===== config.mk =====
export PLATFORM = sky130hd
export DESIGN_NAME = decode_modrm_fsm
export DESIGN_NICKNAME = d
export VERILOG_FILES = /design/src/rtl/decode_modrm_fsm.sv
export SDC_FILE = /design/constraint.sdc
export NUM_CORES = 1
export LEC_CHECK = 0
export ABC_CLOCK_PERIOD_IN_PS = 3900
export CAP_MARGIN = 40
export CORE_MARGIN = 3
export CORE_UTILIZATION = 55
export CTS_BUF_LIST = sky130_fd_sc_hd__clkbuf_8 sky130_fd_sc_hd__clkbuf_16
export CTS_CLUSTER_DIAMETER = 50
export DETAILED_ROUTE_END_ITERATION = 6
export PLACE_DENSITY = 0.94
export REMOVE_ABC_BUFFERS = 1
export SYNTH_ARGS = -nofsm -noshare
export SYNTH_HDL_FRONTEND = slang
export SYNTH_SLANG_ARGS = --single-unit

===== constraint.sdc =====
create_clock -name clock -period 3.9 [get_ports clock]
set_clock_uncertainty 0.1 [all_clocks]
set_input_delay 1.17 -clock clock [delete_from_list [all_inputs] [get_ports clock]]
set_output_delay 1.17 -clock clock [all_outputs]
set_load 0.02 [all_outputs]

===== src/rtl/decode_modrm_fsm.sv =====
// ModR/M + SIB + displacement walker: one instruction byte per beat in, one effective-address descriptor out.
// Latency: descriptor valid length+1 edges after start is accepted (one edge per consumed byte).
// Backpressure: byte_valid gaps stall in place; out_valid holds the descriptor until out_ready; flush aborts to IDLE.
module decode_modrm_fsm #(
    parameter bit ENABLE_ADDR32 = 1'b1,
    parameter int DISP_WIDTH    = 32
) (
    input  logic                  clock,
    input  logic                  reset_n,
    input  logic                  start,
    input  logic                  addr32,
    output logic                  start_ready,
    input  logic                  flush,
    input  logic                  byte_valid,
    input  logic [7:0]            byte_data,
    output logic                  byte_ready,
    output logic                  out_valid,
    input  logic                  out_ready,
    output logic [1:0]            mod,
    output logic [2:0]            reg_field,
    output logic [2:0]            rm,
    output logic                  reg_operand,
    output logic                  base_valid,
    output logic [2:0]            base,
    output logic                  index_valid,
    output logic [2:0]            index,
    output logic [1:0]            scale,
    output logic [DISP_WIDTH-1:0] disp,
    output logic                  seg_ss,
    output logic [2:0]            length
);

    typedef enum logic [2:0] {S_IDLE, S_MODRM, S_SIB, S_DISP, S_DONE} state_t;

    state_t      state;
    logic        a32_q;
    logic [1:0]  cnt_q;
    logic [1:0]  len_m1_q;
    logic [31:0] disp_q;

    // {needed, byte count - 1}; 'direct' marks the mod==00 no-base encodings that still carry a displacement
    function automatic logic [2:0] disp_info(input logic [1:0] m, input logic a32, input logic direct);
        case (m)
            2'b01:   return {1'b1, 2'd0};
            2'b10:   return {1'b1, a32 ? 2'd3 : 2'd1};
            2'b00:   return direct ? {1'b1, a32 ? 2'd3 : 2'd1} : 3'b000;
            default: return 3'b000;
        endcase
    endfunction

    logic [1:0]  b_mod;
    logic [2:0]  b_hi;
    logic [2:0]  b_lo;
    logic        m_base_v;
    logic [2:0]  m_base;
    logic        m_idx_v;
    logic [2:0]  m_idx;
    logic        s_base_v;
    logic [2:0]  m_disp;
    logic [2:0]  s_disp;
    logic [31:0] acc_nxt;
    logic [31:0] acc_sext;
    logic        start_go;

    assign b_mod = byte_data[7:6];
    assign b_hi  = byte_data[5:3];
    assign b_lo  = byte_data[2:0];

    assign byte_ready  = (state == S_MODRM) || (state == S_SIB) || (state == S_DISP);
    assign start_ready = (state == S_IDLE) || ((state == S_DONE) && out_ready);
    assign start_go    = start && start_ready;
    assign disp        = disp_q[DISP_WIDTH-1:0];

    // Non-SIB base/index from the ModR/M byte, already mapped to 32-bit register numbers
    always_comb begin
        m_base_v = 1'b1;
        m_base   = 3'd0;
        m_idx_v  = 1'b0;
        m_idx    = 3'd0;
        if (a32_q) begin
            m_base_v = !(b_lo == 3'd5 && b_mod == 2'b00);
            m_base   = m_base_v ? b_lo : 3'd0;
        end else begin
            case (b_lo)
                3'd0:    begin m_base = 3'd3; m_idx_v = 1'b1; m_idx = 3'd6; end
                3'd1:    begin m_base = 3'd3; m_idx_v = 1'b1; m_idx = 3'd7; end
                3'd2:    begin m_base = 3'd5; m_idx_v = 1'b1; m_idx = 3'd6; end
                3'd3:    begin m_base = 3'd5; m_idx_v = 1'b1; m_idx = 3'd7; end
                3'd4:    m_base = 3'd6;
                3'd5:    m_base = 3'd7;
                3'd6:    begin
                    m_base_v = (b_mod != 2'b00);
                    m_base   = m_base_v ? 3'd5 : 3'd0;
                end
                default: m_base = 3'd3;
            endcase
        end
    end

    assign s_base_v = !(b_lo == 3'd5 && mod == 2'b00);
    assign m_disp   = disp_info(b_mod, a32_q, a32_q ? (b_lo == 3'd5) : (b_lo == 3'd6));
    assign s_disp   = disp_info(mod, 1'b1, b_lo == 3'd5);

    assign acc_nxt = disp_q | ({24'd0, byte_data} << {cnt_q, 3'b000});

    always_comb begin
        case (len_m1_q)
            2'd0:    acc_sext = {{24{acc_nxt[7]}}, acc_nxt[7:0]};
            2'd1:    acc_sext = {{16{acc_nxt[15]}}, acc_nxt[15:0]};
            default: acc_sext = acc_nxt;
        endcase
    end

    always_ff @(posedge clock or negedge reset_n) begin
        if (!reset_n) begin
            state       <= S_IDLE;
            a32_q       <= 1'b0;
            cnt_q       <= 2'd0;
            len_m1_q    <= 2'd0;
            disp_q      <= 32'd0;
            out_valid   <= 1'b0;
            mod         <= 2'd0;
            reg_field   <= 3'd0;
            rm          <= 3'd0;
            reg_operand <= 1'b0;
            base_valid  <= 1'b0;
            base        <= 3'd0;
            index_valid <= 1'b0;
            index       <= 3'd0;
            scale       <= 2'd0;
            seg_ss      <= 1'b0;
            length      <= 3'd0;
        end else if (flush) begin
            state     <= S_IDLE;
            out_valid <= 1'b0;
        end else if (start_go) begin
            // New decode starts from a clean descriptor so untouched fields read as 0
            state       <= S_MODRM;
            a32_q       <= ENABLE_ADDR32 && addr32;
            cnt_q       <= 2'd0;
            len_m1_q    <= 2'd0;
            disp_q      <= 32'd0;
            out_valid   <= 1'b0;
            mod         <= 2'd0;
            reg_field   <= 3'd0;
            rm          <= 3'd0;
            reg_operand <= 1'b0;
            base_valid  <= 1'b0;
            base        <= 3'd0;
            index_valid <= 1'b0;
            index       <= 3'd0;
            scale       <= 2'd0;
            seg_ss      <= 1'b0;
            length      <= 3'd0;
        end else begin
            case (state)
                S_MODRM: if (byte_valid) begin
                    mod       <= b_mod;
                    reg_field <= b_hi;
                    rm        <= b_lo;
                    length    <= 3'd1;
                    if (b_mod == 2'b11) begin
                        reg_operand <= 1'b1;
                        state       <= S_DONE;
                        out_valid   <= 1'b1;
                    end else if (a32_q && b_lo == 3'd4) begin
                        state <= S_SIB;
                    end else begin
                        base_valid  <= m_base_v;
                        base        <= m_base;
                        index_valid <= m_idx_v;
                        index       <= m_idx;
                        seg_ss      <= m_base_v && (m_base[2:1] == 2'b10);
                        cnt_q       <= 2'd0;
                        len_m1_q    <= m_disp[1:0];
                        if (m_disp[2]) begin
                            state <= S_DISP;
                        end else begin
                            state     <= S_DONE;
                            out_valid <= 1'b1;
                        end
                    end
                end
                S_SIB: if (byte_valid) begin
                    scale       <= byte_data[7:6];
                    index       <= b_hi;
                    index_valid <= (b_hi != 3'd4);
                    base        <= b_lo;
                    base_valid  <= s_base_v;
                    seg_ss      <= s_base_v && (b_lo[2:1] == 2'b10);
                    length      <= length + 3'd1;
                    cnt_q       <= 2'd0;
                    len_m1_q    <= s_disp[1:0];
                    if (s_disp[2]) begin
                        state <= S_DISP;
                    end else begin
                        state     <= S_DONE;
                        out_valid <= 1'b1;
                    end
                end
                S_DISP: if (byte_valid) begin
                    length <= length + 3'd1;
                    if (cnt_q == len_m1_q) begin
                        disp_q    <= acc_sext;
                        state     <= S_DONE;
                        out_valid <= 1'b1;
                    end else begin
                        disp_q <= acc_nxt;
                        cnt_q  <= cnt_q + 2'd1;
                    end
                end
                S_DONE: if (out_ready) begin
                    out_valid <= 1'b0;
                    state     <= S_IDLE;
                end
                default: state <= S_IDLE;
            endcase
        end
    end

endmodule


==> results.md <==
- Clock Path Buffers: 2
- Share of cells above drive strength 1: 11.4%
- Headroom to the max-slew limit: 45.5%
- 1st-pass router iterations: 5
- Initial Util: 57.6%
- H-tree levels: 3
- Fmax: 259 MHz
- Via count: 3,237
- Vias per cell: 6.20
- # DRC: 0
- Crit path max fanout: 3
- Min-Delay Path Class: flip-flop to flip-flop
- Syn Inst Count: 374
- Vias in the first global route: 3,273
- Routing usage on met3: 6.41%
- Most used cell, CP: clkdlybuf4s50_1
- Fill count: 439
- Maxcap violations: 0
- GRT Total Usage: 27.2%
- Setup TNS: 0 ns
- CTS clk-pin slew, worst paths: 0.07 ns
- Post-Syn Area: 3470 um2
- Overall die width: 85.5 um
- Cts bufs inserted: 9
- Slew Viols, Final: 0
- Crit-path cells: clkdlybuf4s50_1, nor2b_1, nor3_1, clkdlybuf4s50_1
- Post-DR wirelength/cell: 18.1 um
- Area of the multi-input gates: 1700 um2
- Reg2reg end: disp[28]
- Max incr delay on CP: 0.66 ns
- Crit end category: output pin
- First-pass GRT wire length: 15.7 mm
- Slowest-stage cell, CP: clkdlybuf4s50_1
- Status: finished, final reports clean
- Tmin final: 3.86 ns
- Pleak: 1.85 nW
- Critical Path Sink: start_ready
- Nets: 458
- Rows: 28
- Top-Level Pins: 73
- Full die area: 7300 um2
- Power per standard cell area: 808 nW/um2
- Sequential share of the synthesized area: 46.1%
- CORE AREA: 6030 um2
- DRT Wirelength: 9.47 mm
- Antenna violations before repair: 0
- Largest net degree at the start of global routing: 37
- Clock sinks: 64
- Synth unique cells: 67
- Most common cell after layout, fill and taps aside: clkdlybuf4s50_1
- Worst R2R Setup Slack: 1.57 ns
- Post-CTS Setup Repair Bufs: 0
- Non-Filler Cell Area, Final: 4400 um2
- Yosys warns: 0
- Final HPWL DP: 6.59 mm
- Peak supply drop: 525 uV
- Syn_area_per_cell: 9.29 um2
- Crit path DAT: 2.59 ns
- DP Area: 4230 um2
- Final setup fails: 0
- Final Hold Viols: 0
- Worst flop-to-flop path startpoint: state[0]
- CTS tree: done
- Post-CTS resize count: 0
- Remaining global-route overflow: 0
- Post-route ant nets: 0
- Root Buffer: clkbuf_8
- Worst-Margin Slew: 0.813 ns
- RSZ-0062 raised after global routing: no
- Die H: 85.5 um
- Final Total Pwr: 0.00356 W
- R2r worst-path depth: 5
- Met1 Resource Use GR: 35.2%
- Synth Flop Type: dfrtp_1
- CP required: 2.63 ns
- #FFs+latches synth: 64
- Async set or reset register ratio after synthesis: 100%
- Area Growth Syn to Fin: 26.8%
- Number of enable flip-flop cells after synthesis: 0
- Worst setup SP type: input pin
- Crit Path Class: input pin to output pin
- Seq. cell area: 1600 um2
- Met2 Track Usage GR: 43.4%
- DR iter-0 viols: 240
- CP Launch Point: out_ready
- CTS Hold Bufs: 0
- Port Buffers: 72
- Latest clock arrival within the worst-skew pair: 0.35 ns
- Period utilization: 99.0%
- Most frequent cells in the layout: 71 x clkdlybuf4s50_1, 64 x dfrtp_1, 45 x nand2_1, 45 x a21oi_1, 28 x nor2_1
- Routability Congestion: 0.888
- Inserted Diodes: 0
- GRT busiest layer: met2
## routing by layer
layer / vias to the layer above / wire (um) / share of wire (%)
met5: - / 0 / 0
met4: 0 / 210 / 2.2
met3: 25 / 773 / 8.2
met2: 173 / 4510 / 48
met1: 1553 / 3980 / 42
li1: 1486 / - / -
## synthesized netlist by cell type (2+ instances only)
library cell,count,area share (%)
a21oi_1,45,6.5
nor2b_1,5,0.90
o221ai_1,2,0.50
nand3_1,4,0.58
inv_1,7,0.76
dfrtp_1,64,46
o211ai_1,2,0.43
clkbuf_1,9,0.97
o21ai_0,15,2.2
a211oi_1,5,1.1
a21oi_2,2,0.50
nor3_1,10,1.4
nand2b_1,4,0.72
o31ai_2,3,1.1
buf_6,2,0.65
a21boi_0,2,0.43
or2_2,2,0.36
o21a_1,18,3.9
xnor2_1,2,0.50
nor2_1,28,3.0
a21o_1,7,1.5
o21ai_1,5,0.72
buf_2,12,1.7
a32oi_1,3,0.76
a31oi_1,8,1.4
a22o_1,14,3.5
a211oi_4,2,1.2
nand2_1,45,4.9
and3b_1,2,0.50
mux2_2,3,0.97
a211o_1,3,0.76
and3_1,3,0.54
buf_4,2,0.43
## cells by family (layout without fill, tap and decap cells)
family                     after synthesis  after routing  share of synthesized area, %
AOI/OAI and AO/OA                      147            147                          29.4
and+or+nand+nor                        121            121                          17.6
DFF                                     64             64                          46.1
buffers and inverters                   35            108                          4.86
xor gates and xnor gates                 3              3                         0.757
muxes                                    3              3                         0.973
adders and majority gates                1              1                         0.360
## sequential cells by signal, summed over array words and instances, names as in the netlist, 3 cells and up
signal / flops
base: 3
disp: 32
index: 3
length: 3
reg_field: 3
rm: 3
state: 3
## area by class of cell
cell class	count	area share (%)
clock buffers	10	3.13
inverters	9	0.767
well taps	75	2.13
multi-input cells	275	38.7
clock inverters	6	0.824
flip-flops and latches	64	36.4
repair buffers	83	18.1
## worst min-delay path by stage
| stage | startpoint | end | slack [ns] | depth (start not counted) |
|---|---|---|---|---|
| 2_1_floorplan | len_m1_q[1] | len_m1_q[1] | 0.40 | 2 |
| 3_3_place_gp | base[2] | base[2] | 0.36 | 2 |
| 3_5_place_dp | scale[0] | scale[0] | 0.37 | 1 |
| 4_1_cts | scale[0] | scale[0] | 0.39 | 1 |
| 5_1_grt | scale[0] | scale[0] | 0.41 | 1 |
| 6_report | scale[0] | scale[0] | 0.39 | 1 |
## critical path: cells and delay by family
family,cells,cell delay [ns]
buffers and inverters,2,1.16
and+or+nand+nor,2,0.26
## through the flow
| stage | hold WS, ns | instances | util [%] | setup slack, ns |
|---|---|---|---|---|
| final | 0.390 | 522 | 73.1 | 0.0376 |
| after global placement | 0.364 | 506 | 70.2 | 0.162 |
| after global routing | 0.410 | 522 | 73.1 | 0.0292 |
| after CTS | 0.386 | 522 | 73.1 | 0.0791 |
| after floorplan | 0.405 | 348 | - | 0.875 |
| after detailed placement | 0.370 | 506 | 70.2 | 0.0768 |
## power by group
part,leakage [nW],switching (W),internal (W),total (W)
Clock,0.0855,0.000270,0.000243,0.000513
Sequential,0.829,0.000242,0.000927,0.00117
Combinational,0.935,0.00102,0.000862,0.00188
Total,1.85,0.00153,0.00203,0.00356
No activity file was read; power rests on OpenSTA's default activity.
